$ cat config.mk
export PLATFORM = sky130hd
export DESIGN_NAME = video_timing_gen_flat
export DESIGN_NICKNAME = d
export VERILOG_FILES = /design/src/rtl/video_timing_gen_if.sv /design/src/rtl/video_timing_gen.sv /design/src/flat_wrapper.sv
export SDC_FILE = /design/constraint.sdc
export NUM_CORES = 1
export LEC_CHECK = 0
export CORE_MARGIN = 2
export CORE_UTILIZATION = 45
export DETAILED_ROUTE_END_ITERATION = 7
export PLACE_DENSITY = 0.65
export SLEW_MARGIN = 15
export SYNTH_ARGS = -nofsm -noshare
export SYNTH_HDL_FRONTEND = slang
export SYNTH_SLANG_ARGS = --single-unit
$ cat constraint.sdc
create_clock -name pix_clk -period 3.25 [get_ports pix_clk]
set_clock_uncertainty 0.15 [all_clocks]
set_input_delay 0.65 -clock pix_clk [delete_from_list [all_inputs] [get_ports pix_clk]]
set_output_delay 0.65 -clock pix_clk [all_outputs]
set_load 0.05 [all_outputs]
$ cat src/rtl/video_timing_gen_if.sv
// Video timing bundle: run enable into the generator, sync/blank/position strobes out.
interface video_timing_if #(
  parameter int unsigned X_BITS = 12,
  parameter int unsigned Y_BITS = 12
);
  logic              en;
  logic              hs_out;
  logic              vs_out;
  logic              de_out;
  logic [X_BITS-1:0] act_x;
  logic [Y_BITS-1:0] act_y;
  logic              frame_start;

  modport master (
    input  en,
    output hs_out, vs_out, de_out, act_x, act_y, frame_start
  );

  modport slave (
    output en,
    input  hs_out, vs_out, de_out, act_x, act_y, frame_start
  );
endinterface

$ cat src/rtl/video_timing_gen.sv
// Raster timing generator: h/v counters decoded into registered sync, blank and
// active-pixel coordinates, all aligned one pix_clk behind the counter state.
module video_timing_gen #(
  parameter int unsigned X_BITS = 12,
  parameter int unsigned Y_BITS = 12,
  parameter int unsigned H_ACT  = 1280,
  parameter int unsigned H_FP   = 110,
  parameter int unsigned H_SYNC = 40,
  parameter int unsigned H_BP   = 220,
  parameter int unsigned V_ACT  = 720,
  parameter int unsigned V_FP   = 5,
  parameter int unsigned V_SYNC = 5,
  parameter int unsigned V_BP   = 20,
  parameter bit          HS_POL = 1'b1,
  parameter bit          VS_POL = 1'b1
) (
  input  logic           pix_clk,
  input  logic           rstn,
  video_timing_if.master vid
);

  localparam int unsigned H_TOTAL     = H_SYNC + H_BP + H_ACT + H_FP;
  localparam int unsigned V_TOTAL     = V_SYNC + V_BP + V_ACT + V_FP;
  localparam int unsigned H_ACT_START = H_SYNC + H_BP;
  localparam int unsigned H_ACT_END   = H_ACT_START + H_ACT;
  localparam int unsigned V_ACT_START = V_SYNC + V_BP;
  localparam int unsigned V_ACT_END   = V_ACT_START + V_ACT;

  logic [X_BITS-1:0] h_cnt_q, h_cnt_d;
  logic [Y_BITS-1:0] v_cnt_q, v_cnt_d;
  logic              hs_q, hs_d;
  logic              vs_q, vs_d;
  logic              de_q, de_d;
  logic [X_BITS-1:0] act_x_q, act_x_d;
  logic [Y_BITS-1:0] act_y_q, act_y_d;
  logic              fs_q, fs_d;
  logic              h_act, v_act;

  // Counter advance and region decode; en low clears counters and idles outputs.
  always_comb begin
    h_act   = (h_cnt_q >= X_BITS'(H_ACT_START)) && (h_cnt_q < X_BITS'(H_ACT_END));
    v_act   = (v_cnt_q >= Y_BITS'(V_ACT_START)) && (v_cnt_q < Y_BITS'(V_ACT_END));
    h_cnt_d = '0;
    v_cnt_d = '0;
    hs_d    = ~HS_POL;
    vs_d    = ~VS_POL;
    de_d    = 1'b0;
    act_x_d = '0;
    act_y_d = '0;
    fs_d    = 1'b0;
    if (vid.en) begin
      if (h_cnt_q == X_BITS'(H_TOTAL - 1)) begin
        if (v_cnt_q != Y_BITS'(V_TOTAL - 1)) begin
          v_cnt_d = v_cnt_q + Y_BITS'(1);
        end
      end else begin
        h_cnt_d = h_cnt_q + X_BITS'(1);
        v_cnt_d = v_cnt_q;
      end
      hs_d    = (h_cnt_q < X_BITS'(H_SYNC)) ? HS_POL : ~HS_POL;
      vs_d    = (v_cnt_q < Y_BITS'(V_SYNC)) ? VS_POL : ~VS_POL;
      de_d    = h_act && v_act;
      act_x_d = h_act ? (h_cnt_q - X_BITS'(H_ACT_START)) : '0;
      act_y_d = v_act ? (v_cnt_q - Y_BITS'(V_ACT_START)) : '0;
      fs_d    = (h_cnt_q == '0) && (v_cnt_q == '0);
    end
  end

  always_ff @(posedge pix_clk or negedge rstn) begin
    if (!rstn) begin
      h_cnt_q <= '0;
      v_cnt_q <= '0;
      hs_q    <= ~HS_POL;
      vs_q    <= ~VS_POL;
      de_q    <= 1'b0;
      act_x_q <= '0;
      act_y_q <= '0;
      fs_q    <= 1'b0;
    end else begin
      h_cnt_q <= h_cnt_d;
      v_cnt_q <= v_cnt_d;
      hs_q    <= hs_d;
      vs_q    <= vs_d;
      de_q    <= de_d;
      act_x_q <= act_x_d;
      act_y_q <= act_y_d;
      fs_q    <= fs_d;
    end
  end

  assign vid.hs_out      = hs_q;
  assign vid.vs_out      = vs_q;
  assign vid.de_out      = de_q;
  assign vid.act_x       = act_x_q;
  assign vid.act_y       = act_y_q;
  assign vid.frame_start = fs_q;

endmodule

$ cat src/flat_wrapper.sv
// flat-port wrapper written by rule: the top's interface ports become plain ports
module video_timing_gen_flat 
#(
  parameter int unsigned X_BITS = 12,
  parameter int unsigned Y_BITS = 12,
  parameter int unsigned H_ACT  = 1280,
  parameter int unsigned H_FP   = 110,
  parameter int unsigned H_SYNC = 40,
  parameter int unsigned H_BP   = 220,
  parameter int unsigned V_ACT  = 720,
  parameter int unsigned V_FP   = 5,
  parameter int unsigned V_SYNC = 5,
  parameter int unsigned V_BP   = 20,
  parameter bit          HS_POL = 1'b1,
  parameter bit          VS_POL = 1'b1
)
  (pix_clk, rstn, vid_en, vid_hs_out, vid_vs_out, vid_de_out, vid_act_x, vid_act_y, vid_frame_start);
  video_timing_if #(.X_BITS(X_BITS), .Y_BITS(Y_BITS)) vid_i ();
  input  logic pix_clk;
  input  logic rstn;
  input wire logic [$bits(vid_i.en)-1:0] vid_en;
  output wire logic [$bits(vid_i.hs_out)-1:0] vid_hs_out;
  output wire logic [$bits(vid_i.vs_out)-1:0] vid_vs_out;
  output wire logic [$bits(vid_i.de_out)-1:0] vid_de_out;
  output wire logic [$bits(vid_i.act_x)-1:0] vid_act_x;
  output wire logic [$bits(vid_i.act_y)-1:0] vid_act_y;
  output wire logic [$bits(vid_i.frame_start)-1:0] vid_frame_start;
  assign vid_i.en = vid_en;
  assign vid_hs_out = vid_i.hs_out;
  assign vid_vs_out = vid_i.vs_out;
  assign vid_de_out = vid_i.de_out;
  assign vid_act_x = vid_i.act_x;
  assign vid_act_y = vid_i.act_y;
  assign vid_frame_start = vid_i.frame_start;
  video_timing_gen #(.X_BITS(X_BITS), .Y_BITS(Y_BITS), .H_ACT(H_ACT), .H_FP(H_FP), .H_SYNC(H_SYNC), .H_BP(H_BP), .V_ACT(V_ACT), .V_FP(V_FP), .V_SYNC(V_SYNC), .V_BP(V_BP), .HS_POL(HS_POL), .VS_POL(VS_POL)) u_core (.pix_clk(pix_clk), .rstn(rstn), .vid(vid_i));
endmodule
==> key figures, run 1 <==
Pwr
  – Sequential Power Share: 0.458
  – Power per standard cell area: around 490 nW/um^2
  – Leakage: around 1.4 nW
  – Clk pwr share: 0.384
  – Sw frac: 0.264
  – Worst VDD drop: between 0.15 and 0.2 mV
  – Power Internal: 1.15 mW
  – Combinational fraction of design power: 0.158
  – Net Switching: about 0.41 mW

Routing
  – Post-Route WL: 5.51 mm
  – DRT Pass-1 Iters: 4
  – Vias: roughly 2.0k
  – Post-DR wirelength/cell: approximately 15 um
  – DRC: 0
  – 1st-iter DRT viols: about 160
  – Avg Vias per Cell: 5.42
  – Post-route ant nets: 0

Synthesis
  – Synthesized area: between 2000 and 3000 um^2
  – Syn Inst Count: ~280
  – Number of synthesized flops with an enable pin: 0
  – Fraction of registers with async set/reset: 1.00
  – Mapped Avg Cell Area: a little under 10 um^2
  – Sequential area share after synthesis: 0.481
  – Synth Flop Type: dfrtp_1
  – Post-synth net total: 289
  – Synth cell types: between 40 and 50
  – Number of synthesized register bits: 52
  – Ys Warns: 0

Cells and area
  – N_diodes: 0
  – Layout cells sized above 1: 0.0669
  – Area grow syn2layout: 18.2%
  – Finished Core Util: 0.547
  – Nets: 311
  – Commonest non-fill, non-tap cell in the layout: dfrtp_1
  – Most frequent cells in the layout: 52 x dfrtp_1, 34 x nor2_1, 29 x clkdlybuf4s50_1

Setup path
  – Reg2reg path depth: 7
  – FF-to-FF Start: u_core.h_cnt_q[2]
  – Critical setup path kind: flip-flop to flip-flop
  – Crit start category: flip-flop
  – Critical-path maximum fanout: 13
  – Worst path bufs/invs: 2
  – CP max stage cell: o41ai_4
  – Critical Path AT: 2.53 ns
  – CP Capture Type: flip-flop
  – Delay-heaviest family, CP: compound AO/OA/AOI/OAI gates
  – CP cell instances: inv_1 > ha_1 > nor3b_1 > buf_4 > a21oi_1 > o41ai_4 > nor3_1
  – Crit path largest cell delay: between 0.6 and 0.7 ns
  – Worst EP required: roughly 3.3 ns
  – R2r setup slk: 0.73 ns
  – RR Endpoint: u_core.vid.act_x[11]

Global route
  – First-pass GRT wire length: roughly 9.4 mm
  – Initial antenna violation count: 0
  – GRT Total Usage: 0.183
  – Largest net degree at the start of global routing: 30
  – Vias in the first global route: between 1.5k and 2k
  – Total grt overflow: 0

Run
  – Max Cap Viol: 0

Timing
  – RSZ-0062 raised after global routing: no
  – Worst slew pin tran: ~0.9 ns
  – Max Freq: 396 MHz
  – Slew Limit Fails: 0
  – Final period util: 0.777
  – Final hold violation count: 0
  – Slew HR: 0.393
  – Setup TNS: 0 ns
  – Endpoints failing setup: 0
  – Min Tclk post-route: ~2.5 ns

CTS
  – CTS tree: yes
  – Clock tree buffer depth: 2
  – Clk_lat worst skew: 0.32 ns
  – # Post-CTS Setup Buffers: 0
  – H-tree level count: 2
  – Num CTS Buffers: 5
  – Clk sinks: 52
  – Clock-pin slew on the worst setup and hold paths: roughly 0.10 ns
  – # resized after CTS: 0
  – Hold-fix buffers at CTS: 0
  – CTS root buf: clkbuf_8

Die
  – Die area: approximately 6600 um^2
  – Initial Util: 0.462
  – Num rows: 28
  – Core footprint: 5850 um^2
  – I/O pin cnt: 31
  – Chip width: slightly above 80 um
  – Die Y: roughly 80 um

Hold path
  – Hold Path Class: input port to async pin

Placed design
  – IO Port Bufs: 30
  – Routability cong.: slightly above 0.8
  – HPWL Detailed: approximately 3.9 mm

Run status
  – Status: finished clean
-- Yosys cell counts, drive strengths merged (7+ instances only) --
master  count  area (um^2)
dfrtp      52         1300
nor2       34          128
nand2      17         63.8
nor3       16         80.1
xnor2      15          131
clkbuf     13         51.3
o21ai      12         60.1
nand3      11         67.6
ha         10          125
inv        10         37.5
a22o        7         61.3
and3        7         43.8
nor4        7         43.8
-- metrics by stage --
step	instances	hold slack (ns)	total power, mW	cell area (um^2)	setup WS [ns]
final	374	0.153	1.56	3200	0.726
after global routing	374	0.206	1.63	3200	0.560
after CTS	374	0.186	1.57	3200	0.734
after detailed placement	366	0.402	0.974	3040	0.486
after global placement	366	0.397	0.971	3040	0.547
after floorplan	276	0.204	0.891	2710	0.941
-- power groups by stage --
stage / clock [mW] / combinational, mW / sequential (mW)
3_3_place_gp: 0 / 0.244 / 0.727
6_report: 0.599 / 0.246 / 0.715
5_1_grt: 0.634 / 0.275 / 0.721
2_1_floorplan: 0 / 0.129 / 0.762
3_5_place_dp: 0 / 0.248 / 0.727
4_1_cts: 0.609 / 0.249 / 0.714
-- logic make-up after synthesis --
| kind of cell | synth area share |
|---|---|
| AO/OA/AOI/OAI | 0.132 |
| XOR/XNOR | 0.0680 |
| AND/OR/NAND/NOR | 0.227 |
| buffers and inverters | 0.0453 |
| flip-flops | 0.481 |
| adder cells (fa/ha/maj) | 0.0463 |
-- sequential cells by signal, indices dropped and copies added, names as in the netlist --
register / cells
u_core.vid.de_out: 1
u_core.vid.frame_start: 1
u_core.vid.vs_out: 1
u_core.v_cnt_q: 12
u_core.vid.act_y: 12
u_core.h_cnt_q: 12
u_core.vid.hs_out: 1
u_core.vid.act_x: 12
-- final cells by class --
class / instances / area [um^2]
multi-input cells: 195 / 1280
clock inverters: 3 / 90.1
repair buffers: 34 / 325
clock buffers: 5 / 68.8
well taps: 75 / 93.8
flip-flops and latches: 52 / 1300
fillers: 502 / 2650
inverters: 10 / 37.5
-- per-layer routing --
layer  vias up  global-route usage  part of all wire
met5         -                   0                 0
met4         0              0.0559             0.015
li1       1015                   -                 -
met3         8              0.0330             0.048
met2        61               0.259              0.44
met1       944               0.283              0.50
-- worst max path at each step --
stage,startpoint,end,slack (ns),cells past startpoint
global placement,vid_en,u_core.v_cnt_q[3],0.55,5
detailed placement,vid_en,u_core.v_cnt_q[3],0.49,5
global route,u_core.h_cnt_q[3],u_core.vid.act_x[11],0.56,7
CTS,u_core.h_cnt_q[2],u_core.vid.act_x[11],0.73,7
floorplan,u_core.h_cnt_q[2],u_core.vid.act_x[11],0.94,8
finish,u_core.h_cnt_q[2],u_core.vid.act_x[11],0.73,7
Power figures use the tool's default switching activity.
==> inputs of run 2 (changes only) <==
--- a/config.mk
+++ b/config.mk
@@ -8,7 +8,7 @@
 export CORE_MARGIN = 2
 export CORE_UTILIZATION = 45
 export DETAILED_ROUTE_END_ITERATION = 7
-export PLACE_DENSITY = 0.65
+export PLACE_DENSITY = 0.68
 export SLEW_MARGIN = 15
 export SYNTH_ARGS = -nofsm -noshare
 export SYNTH_HDL_FRONTEND = slang
==> constraint.sdc (replaced) <==
create_clock -name pix_clk -period 2.09 [get_ports pix_clk]
set_clock_uncertainty 0.15 [all_clocks]
set_input_delay 0.418 -clock pix_clk [delete_from_list [all_inputs] [get_ports pix_clk]]
set_output_delay 0.418 -clock pix_clk [all_outputs]
set_load 0.05 [all_outputs]
==> key figures, run 2 (same netlist as run 1, synthesis figures left out) <==
Routing
  – 1st-iter DRT viols: 130
  – Vias: about 2.2k
  – Post-route ant nets: 0
  – DRC: 0
  – DRT Pass-1 Iters: 4
  – Avg Vias per Cell: 5.37
  – Post-DR wirelength/cell: between 10 and 15 um
  – Post-Route WL: 5.93 mm

Setup path
  – Critical Path AT: around 2.1 ns
  – Crit start category: flip-flop
  – Critical-path maximum fanout: 5
  – Critical setup path kind: flip-flop to flip-flop
  – Crit path largest cell delay: approximately 0.7 ns
  – CP cell instances: or4_2 > o31ai_1 > a21oi_1 > nor3_1
  – CP Capture Type: flip-flop
  – CP max stage cell: or4_2
  – Worst EP required: between 2 and 2.5 ns

Global route
  – Met3 Usage GRT: 0.0352
  – Busiest grt layer: met2
  – Total grt overflow: 0
  – Largest net degree at the start of global routing: 32
  – First-pass GRT wire length: around 9.7 mm
  – Initial antenna violation count: 0
  – Grt met2 use: 0.295
  – Vias in the first global route: about 2.0k
  – GRT Total Usage: 0.192
  – Met1 global-route usage: 0.264

Timing
  – Final setup margin: around 0.037 ns
  – Final period util: 0.982
  – Slew HR: 0.644
  – Endpoints failing setup: 0
  – Slew Limit Fails: 0
  – Final hold violation count: 0
  – Min Tclk post-route: roughly 2.1 ns
  – Worst slew pin tran: 0.534 ns
  – Max Freq: just under 500 MHz
  – Setup TNS: 0 ns
  – RSZ-0062 raised after global routing: yes
  – Hold slack: 0.364 ns

Placed design
  – HPWL Detailed: 4.38 mm
  – # placed instances: 400
  – DP Area: roughly 3300 um^2
  – IO Port Bufs: 30
  – Pre-CTS setup slack: -0.151 ns
  – Routability cong.: 0.815

Die
  – Num rows: 28
  – Core footprint: a little under 6000 um^2
  – Die area: roughly 6600 um^2
  – Die Y: 81.5 um
  – Initial Util: 0.462
  – I/O pin cnt: 31
  – Chip width: about 80 um

Cells and area
  – Finished Core Util: 0.589
  – Register area: roughly 1300 um^2
  – Nets: between 300 and 400
  – Finished Layout Cells: between 400 and 500
  – Area grow syn2layout: 27.5%
  – Fin area: roughly 3400 um^2
  – Commonest non-fill, non-tap cell in the layout: dfrtp_1
  – Fill cells: between 500 and 600
  – N_diodes: 0
  – Layout cells sized above 1: 0.177
  – Most frequent cells in the layout: 52 x dfrtp_1, 37 x buf_4, 33 x nor2_1
  – Area of the multi-input gates: about 1300 um^2

Pwr
  – Power per standard cell area: approximately 620 nW/um^2
  – Worst VDD drop: between 0.3 and 0.4 mV
  – Pwr Total: 2.15 mW
  – Leakage: roughly 1.6 nW

Hold path
  – Hold Path Class: flip-flop to flip-flop

CTS
  – Num CTS Buffers: 5
  – CTS tree: yes
  – CTS root buf: clkbuf_8
  – Clk sinks: 52
  – Clock tree buffer depth: 2
  – Clock-pin slew on the worst setup and hold paths: about 0.09 ns
  – H-tree level count: 2
  – Clk_lat worst skew: a little over 0.3 ns

Run
  – Max Cap Viol: 0

Run status
  – Status: finished clean
[run 2: cell types whose count changed in the layout (fill, tap and decap cells not counted), sizes merged]
| cell | previous run | this run |
|---|---|---|
| clkbuf | 5 | 6 |
| dlygate4sd3 | 0 | 1 |
| clkinv | 0 | 2 |
| buf | 5 | 39 |
| bufinv | 3 | 0 |
[run 2: power by group]
part           internal, mW  total (mW)  switching (mW)
registers              1.05        1.09          0.0355
clock network         0.265       0.584           0.320
logic                 0.187       0.477           0.289
[run 2: cell type report]
class | instances | area share
Multi-Input combinational cell | 195 | 0.382
Clock inverter | 2 | 0.00290
Clock buffer | 6 | 0.0239
Inverter | 10 | 0.0116
Timing Repair Buffer | 69 | 0.175
Tap cell | 75 | 0.0272
Sequential cell | 52 | 0.377
[run 2: path summary, 6_finish.rpt]
path	start	endpoint	slack, ns	depth (start not counted)
max in group asynchronous	rstn	u_core.vid.act_x[6]	0.79	3
worst max-delay path	u_core.h_cnt_q[4]	u_core.vid.act_x[11]	0.04	4
worst min-delay path	u_core.v_cnt_q[0]	u_core.vid.act_y[0]	0.36	1
worst max register to register	u_core.h_cnt_q[4]	u_core.vid.act_x[11]	0.04	4
worst min register to register	u_core.v_cnt_q[0]	u_core.vid.act_y[0]	0.36	1
min in group asynchronous	rstn	u_core.v_cnt_q[7]	0.46	2
[run 2: timing repair]
| item | in CTS | in global routing |
|---|---|---|
| setup buffers | 0 | 0 |
| endpoints found under the setup margin | 8 | 10 |
| pin swaps | 1 | 0 |
| endpoints found under the hold margin | 21 | 0 |
| gates resized for setup | 1 | 0 |
| hold buffers | 1 | 0 |
[run 2: per-layer routing]
| layer | up-vias | routed length, um |
|---|---|---|
| met1 | 1043 | 2780 |
| li1 | 1079 | - |
| met2 | 60 | 2690 |
| met4 | 0 | 149 |
| met3 | 14 | 307 |
| met5 | - | 0 |
[run 2: worst max-delay path: cells and delay by family (launching register included)]
family,cells,cell delay [ns]
AND/OR/NAND/NOR,2,0.82
AO/OA/AOI/OAI,2,0.52
flip-flops,1,0.47
